<file path="config.mk">
export PLATFORM = sky130hd
export DESIGN_NAME = fill_rect_engine
export DESIGN_NICKNAME = d
export VERILOG_FILES = /design/src/rtl/graphics_pkg.sv /design/src/rtl/fill_rect_engine_raster_walker.sv /design/src/rtl/fill_rect_engine.sv
export SDC_FILE = /design/constraint.sdc
export NUM_CORES = 1
export LEC_CHECK = 0
export CAP_MARGIN = 10
export CORE_MARGIN = 1.5
export CORE_UTILIZATION = 27
export DETAILED_ROUTE_END_ITERATION = 6
export PLACE_DENSITY = 0.44
export SLEW_MARGIN = 0
export SYNTH_ARGS = -nofsm -noshare
export SYNTH_HDL_FRONTEND = slang
export SYNTH_SLANG_ARGS = --single-unit
</file>
<file path="constraint.sdc">
create_clock -name clock_in -period 6.75 [get_ports clock_in]
set_input_delay 1.35 -clock clock_in [delete_from_list [all_inputs] [get_ports clock_in]]
set_output_delay 1.35 -clock clock_in [all_outputs]
set_load 0.02 [all_outputs]
</file>
<file path="src/rtl/graphics_pkg.sv">
// Shared graphics definitions: screen geometry, command opcodes and common types
// used by the drawing engines that sit on the SPI command stream.
package graphics_pkg;

  localparam int SCREEN_WIDTH  = 640;
  localparam int SCREEN_HEIGHT = 400;

  localparam logic [7:0] OPC_SET_PIXEL    = 8'h10;
  localparam logic [7:0] OPC_FILL_RECT    = 8'h12;
  localparam logic [7:0] OPC_DRAW_LINE    = 8'h17;
  localparam logic [7:0] OPC_SWAP_BUFFERS = 8'h19;

  typedef enum logic [1:0] {
    IDLE    = 2'd0,
    COLLECT = 2'd1,
    SETUP   = 2'd2,
    FILL    = 2'd3
  } fill_state_t;

  typedef logic [17:0] pixel_address_t;
  typedef logic [3:0]  colour_index_t;

endpackage

</file>
<file path="src/rtl/fill_rect_engine_raster_walker.sv">
// Walks a clipped rectangle row by row, producing one frame buffer address per
// advance and flagging the final pixel. Row stride is fixed at 640 pixels.
module raster_walker
  import graphics_pkg::*;
(
  input  logic           clock_in,
  input  logic           reset_in,
  input  logic           start,
  input  logic [9:0]     x,
  input  logic [10:0]    x_end,
  input  logic [8:0]     y,
  input  logic [10:0]    y_end,
  input  logic           advance,
  output pixel_address_t address,
  output logic           last
);

  localparam pixel_address_t ROW_STRIDE = 18'd640;

  logic [9:0]     x_start_r;
  logic [10:0]    x_end_r;
  logic [10:0]    y_end_r;
  logic [9:0]     column_r;
  logic [8:0]     row_r;
  pixel_address_t row_base_r;
  pixel_address_t address_r;
  pixel_address_t y_base_s;
  logic           row_end_s;

  // y*640 built from shifts; end-of-row and end-of-rectangle detection
  always_comb begin
    y_base_s  = ({9'd0, y} << 9) + ({9'd0, y} << 7);
    row_end_s = ({1'b0, column_r} == (x_end_r - 11'd1));
    last      = row_end_s && ({2'b00, row_r} == (y_end_r - 11'd1));
  end

  // Counters and address register; the address is kept registered so the
  // write port sees a glitch-free value that is held while advance is low
  always_ff @(posedge clock_in) begin
    if (reset_in) begin
      x_start_r  <= 10'd0;
      x_end_r    <= 11'd0;
      y_end_r    <= 11'd0;
      column_r   <= 10'd0;
      row_r      <= 9'd0;
      row_base_r <= 18'd0;
      address_r  <= 18'd0;
    end else if (start) begin
      x_start_r  <= x;
      x_end_r    <= x_end;
      y_end_r    <= y_end;
      column_r   <= x;
      row_r      <= y;
      row_base_r <= y_base_s;
      address_r  <= y_base_s + {8'd0, x};
    end else if (advance) begin
      if (row_end_s) begin
        column_r   <= x_start_r;
        row_r      <= row_r + 9'd1;
        row_base_r <= row_base_r + ROW_STRIDE;
        address_r  <= row_base_r + ROW_STRIDE + {8'd0, x_start_r};
      end else begin
        column_r  <= column_r + 10'd1;
        address_r <= address_r + 18'd1;
      end
    end
  end

  assign address = address_r;

endmodule

</file>
<file path="src/rtl/fill_rect_engine.sv">
// Fill-rect command decoder: captures operands from the SPI command stream,
// clips the rectangle to the screen and streams pixel writes to the frame buffer.
module fill_rect_engine
  import graphics_pkg::*;
#(
  parameter int         SCREEN_WIDTH     = graphics_pkg::SCREEN_WIDTH,
  parameter int         SCREEN_HEIGHT    = graphics_pkg::SCREEN_HEIGHT,
  parameter logic [7:0] OPCODE_FILL_RECT = graphics_pkg::OPC_FILL_RECT
) (
  input  logic           clock_in,
  input  logic           reset_in,
  input  logic [7:0]     op_code_in,
  input  logic           op_code_valid_in,
  input  logic [7:0]     operand_in,
  input  logic           operand_valid_in,
  input  logic [31:0]    operand_count_in,
  output pixel_address_t pixel_write_address_out,
  output colour_index_t  pixel_write_data_out,
  output logic           pixel_write_valid_out,
  input  logic           pixel_write_ready_in,
  output logic           busy_out,
  output logic           command_dropped_out
);

  localparam logic [10:0] WIDTH_L  = 11'(SCREEN_WIDTH);
  localparam logic [10:0] HEIGHT_L = 11'(SCREEN_HEIGHT);

  fill_state_t   state_r;
  logic [9:0]    x_r;
  logic [8:0]    y_r;
  logic [9:0]    w_r;
  logic [8:0]    h_r;
  colour_index_t colour_r;
  colour_index_t data_r;
  logic          valid_r;
  logic          busy_r;
  logic          dropped_r;
  logic          match_prev_r;
  logic          ignore_r;

  logic          match_s;
  logic          rising_s;
  logic          busy_state_s;
  logic          capture_s;
  logic [10:0]   x_sum_s;
  logic [10:0]   y_sum_s;
  logic [10:0]   x_end_s;
  logic [10:0]   y_end_s;
  logic          reject_s;
  logic          start_s;
  logic          advance_s;
  logic          last_s;

  // Command decode, clipping and walker control
  always_comb begin
    match_s      = op_code_valid_in && (op_code_in == OPCODE_FILL_RECT);
    rising_s     = match_s && !match_prev_r;
    busy_state_s = (state_r == SETUP) || (state_r == FILL);
    capture_s    = match_s && !ignore_r && operand_valid_in && !busy_state_s;
    x_sum_s      = {1'b0, x_r} + {1'b0, w_r};
    y_sum_s      = {2'b00, y_r} + {2'b00, h_r};
    if (x_sum_s > WIDTH_L) begin
      x_end_s = WIDTH_L;
    end else begin
      x_end_s = x_sum_s;
    end
    if (y_sum_s > HEIGHT_L) begin
      y_end_s = HEIGHT_L;
    end else begin
      y_end_s = y_sum_s;
    end
    reject_s  = (w_r == 10'd0) || (h_r == 9'd0) ||
                ({1'b0, x_r} >= WIDTH_L) || ({2'b00, y_r} >= HEIGHT_L);
    start_s   = (state_r == SETUP) && !reject_s;
    advance_s = valid_r && pixel_write_ready_in;
  end

  raster_walker u_walker (
    .clock_in (clock_in),
    .reset_in (reset_in),
    .start    (start_s),
    .x        (x_r),
    .x_end    (x_end_s),
    .y        (y_r),
    .y_end    (y_end_s),
    .advance  (advance_s),
    .address  (pixel_write_address_out),
    .last     (last_s)
  );

  // Control FSM with operand capture and registered handshake/status outputs
  always_ff @(posedge clock_in) begin
    if (reset_in) begin
      state_r      <= IDLE;
      x_r          <= 10'd0;
      y_r          <= 9'd0;
      w_r          <= 10'd0;
      h_r          <= 9'd0;
      colour_r     <= 4'd0;
      data_r       <= 4'd0;
      valid_r      <= 1'b0;
      busy_r       <= 1'b0;
      dropped_r    <= 1'b0;
      match_prev_r <= 1'b0;
      ignore_r     <= 1'b0;
    end else begin
      match_prev_r <= match_s;
      dropped_r    <= 1'b0;
      if (!match_s) begin
        ignore_r <= 1'b0;
      end
      if (capture_s) begin
        case (operand_count_in)
          32'd1:   x_r[9:8] <= operand_in[1:0];
          32'd2:   x_r[7:0] <= operand_in;
          32'd3:   y_r[8]   <= operand_in[0];
          32'd4:   y_r[7:0] <= operand_in;
          32'd5:   w_r[9:8] <= operand_in[1:0];
          32'd6:   w_r[7:0] <= operand_in;
          32'd7:   h_r[8]   <= operand_in[0];
          32'd8:   h_r[7:0] <= operand_in;
          // The last operand consumes the command: stay deaf until the opcode drops
          32'd9: begin
            colour_r <= operand_in[3:0];
            ignore_r <= 1'b1;
          end
          default: begin
          end
        endcase
      end
      case (state_r)
        IDLE: begin
          if (match_s && !ignore_r) begin
            state_r <= COLLECT;
          end else begin
            state_r <= IDLE;
          end
        end
        COLLECT: begin
          if (!match_s) begin
            state_r <= IDLE;
          end else if (operand_valid_in && (operand_count_in == 32'd9)) begin
            state_r <= SETUP;
            busy_r  <= 1'b1;
          end else begin
            state_r <= COLLECT;
          end
        end
        SETUP: begin
          if (reject_s) begin
            state_r <= IDLE;
            busy_r  <= 1'b0;
          end else begin
            state_r <= FILL;
            valid_r <= 1'b1;
            data_r  <= colour_r;
          end
        end
        FILL: begin
          if (advance_s && last_s) begin
            state_r <= IDLE;
            valid_r <= 1'b0;
            busy_r  <= 1'b0;
          end else begin
            state_r <= FILL;
          end
        end
        default: begin
          state_r <= IDLE;
          valid_r <= 1'b0;
          busy_r  <= 1'b0;
        end
      endcase
      if (busy_state_s && rising_s) begin
        dropped_r <= 1'b1;
        ignore_r  <= 1'b1;
      end
    end
  end

  assign pixel_write_data_out  = data_r;
  assign pixel_write_valid_out = valid_r;
  assign busy_out              = busy_r;
  assign command_dropped_out   = dropped_r;

endmodule

</file>
==> run summary <==
Share of the synthesized area in the top cell type: 0.304
Largest delay share family, worst path: simple AND/OR/NAND/NOR gates
Slew HR: 0.333
Switch Pwr: 0.443 mW
Max-slew violations: 0
Via/cell ratio: 5.42
Final setup viols: 0
Die W: 182 um
Setup crit start: u_walker.x_end_r[0]
Critical path buffers and inverters: 2
Nets: 1,234
Number of max-cap violations: 0
CP max stage delay: 660 ps
Sequential share of power: 0.431
Initial antenna violation count: 0
Detail Route Antenna Nets: 0
Largest net degree at the start of global routing: 63
Clock power share: 0.534
First-pass GRT wire length: 45,900 um
Clock Path Buffers: 2
Yosys reg bits: 132
DRT Pass-1 Iters: 5
Clock tree sinks: 132
First DRT Iteration DRCs: 635
Status: finished clean
Final instance count without filler cells: 1,554
Worst-Skew Late Latency: 450 ps
# port buffers: 77
CTS tree: yes
Clock slew at reported path FFs: 70 ps
# rows: 65
Gpl congestion: 0.808
H-tree depth: 4
Setup CP Type: reg2reg
Ports: 78
Gr usage total: 0.177
CP Launch Type: register
Share of cells above drive strength 1: 0.0590
Asr flop ratio synth: 0
Highest net fanout along the worst path: 14
Finished Cell Area: 0.0104 mm2
Final HPWL DP: 20,600 um
Ys flop type: dfxtp_1
Starting density of the core: 0.274
Sw Ratio: 0.245
Worst slew pin tran: 975 ps
Fin Setup TNS: 0 ps
Cell Pwr Density: 174 mW/mm2
Post-CTS Resized: 0
Seq/Total Area, Yosys: 0.304
Die Area: 0.0332 mm2
Post-CTS Setup Bufs: 0
Fin. Hold Viols: 0
Clk_skew: 21.2 ps
Mapped Area: 0.00868 mm2
Reg2reg start: u_walker.x_end_r[0]
GR Overflow Total: 0
Vias post-DR: 8,429
Post-route minimum period: 3800 ps
Leakage: 3.97 nW
Average size of a mapped cell: 7.95 um2
Placed Cells incl. Taps: 1,522
# hold bufs at CTS: 0
CTS Root Buffer Type: clkbuf_16
Antenna diodes: 0
Layout fillers: 3,311
Mapped Cells: 1,092
Slowest CP cell: nor3_2
Worst Hold Class: reg2reg
Hold slack: 456 ps
Worst IR Drop VDD: 0.165 mV
# DRC: 0
Commonest non-fill, non-tap cells in the layout: 132 x dfxtp_1, 103 x nor2_1, 99 x nand2_1, 76 x clkdlybuf4s50_1, 64 x a21oi_1
WL per Instance: 18.6 um
CP cell instances: inv_1 -> ha_1 -> or3b_1 -> or4_1 -> xnor2_1 -> a211o_1 -> nor3_2 -> buf_4 -> o221ai_1 -> a2111oi_0
RSZ-0062 raised after global routing: false
Post-synth EDFFs: 0
Most common cell after layout, fill and taps aside: dfxtp_1
Core area: 0.0316 mm2
Yosys cell types: 69
CP arrival: 4130 ps
Cell Int Power: 1.36 mW
Dpl cell area: 0.00981 mm2
Synth top area cells: dfxtp_1 30%, ha_1 5.5%, mux2i_1 4.6%
Worst hold path startpoint: colour_r[1]
Vias in the first global route: 8,044
Fmax: 0.263 GHz
Syn Nets: 1,187
CP required: 7070 ps
Detailed-route wire length: 28,900 um
Crit share post-route: 0.563
Cell taking the most area after synthesis: dfxtp_1
CP Capture Type: register
Layout area overhead: 19.9%
Number of buffers created by CTS: 17
Yosys synthesis warning count: 0
Die H: 182 um
Logic gate share of total power: 0.036
==> through the flow <==
step,util,power (mW),setup slack [ps]
floorplan,-,0.815,3350
global placement,0.310,0.861,2680
detailed placement,0.310,0.861,2690
CTS,0.329,1.83,2990
global route,0.329,1.87,2730
finish,0.329,1.81,2950
==> path summary, 6_finish.rpt <==
path | end | slack (ps) | cells after the start
setup reg to reg | u_walker.address[8] | 2950 | 10
hold / removal | colour_r[1] | 460 | 2
setup / recovery | u_walker.address[8] | 2950 | 10
hold reg to reg | colour_r[1] | 460 | 2
==> cell usage after synthesis (15+ instances only) <==
cell / number
a211oi_1: 16
a21oi_1: 64
and3_1: 16
clkbuf_1: 48
dfxtp_1: 132
ha_1: 38
inv_1: 33
mux2i_1: 40
nand2_1: 99
nand3_1: 49
nand4_1: 21
nor2_1: 103
nor3_1: 38
nor4_1: 29
o211ai_1: 15
o21ai_0: 43
xnor2_1: 36
xor2_1: 26
==> worst min-delay path: stages (launching register included) <==
cell	delay, ps
dfxtp_1	310
nand2_1	50
a21oi_1	50
==> logic make-up after synthesis <==
group                    share of synthesized area
buffers and inverters                       0.0424
flip-flops                                   0.304
AO/OA/AOI/OAI                                0.225
AND/OR/NAND/NOR                              0.256
adder cells (fa/ha/maj)                     0.0640
XOR/XNOR                                    0.0626
multiplexers                                0.0461
==> registers in the layout, summed over array words and instances (netlist names), 9 cells and up <==
signal	count
u_walker.x_end_r	11
w_r	10
u_walker.row_r	9
u_walker.row_base_r	11
u_walker.address	18
u_walker.y_end_r	10
u_walker.x_start_r	10
x_r	10
u_walker.column_r	10
y_r	9
h_r	9
==> layer usage <==
layer | part of all wire | vias to the layer above | GRT usage
met5 | 0 | - | 0
met4 | 0.018 | 0 | 0.0598
met3 | 0.047 | 33 | 0.0327
met2 | 0.44 | 247 | 0.274
met1 | 0.50 | 3957 | 0.246
li1 | - | 4192 | -
==> area by class of cell <==
type / instances / area (um2) / share of cell area
inverters: 33 / 124 / 0.0119
flip-flops and latches: 132 / 2640 / 0.254
repair buffers: 90 / 866 / 0.0832
well taps: 402 / 503 / 0.0483
clock inverters: 14 / 166 / 0.0160
multi-input cells: 865 / 5680 / 0.545
clock buffers: 18 / 429 / 0.0412
==> power groups by stage <==
stage / clock network, mW / logic (mW) / registers [mW]
floorplan: 0 / 0.0190 / 0.796
global placement: 0 / 0.0649 / 0.796
detailed placement: 0 / 0.0645 / 0.796
CTS: 0.989 / 0.0645 / 0.778
global route: 1.02 / 0.0689 / 0.778
finish: 0.965 / 0.0643 / 0.779
Note: power is estimated with default switching activity, not from simulation.
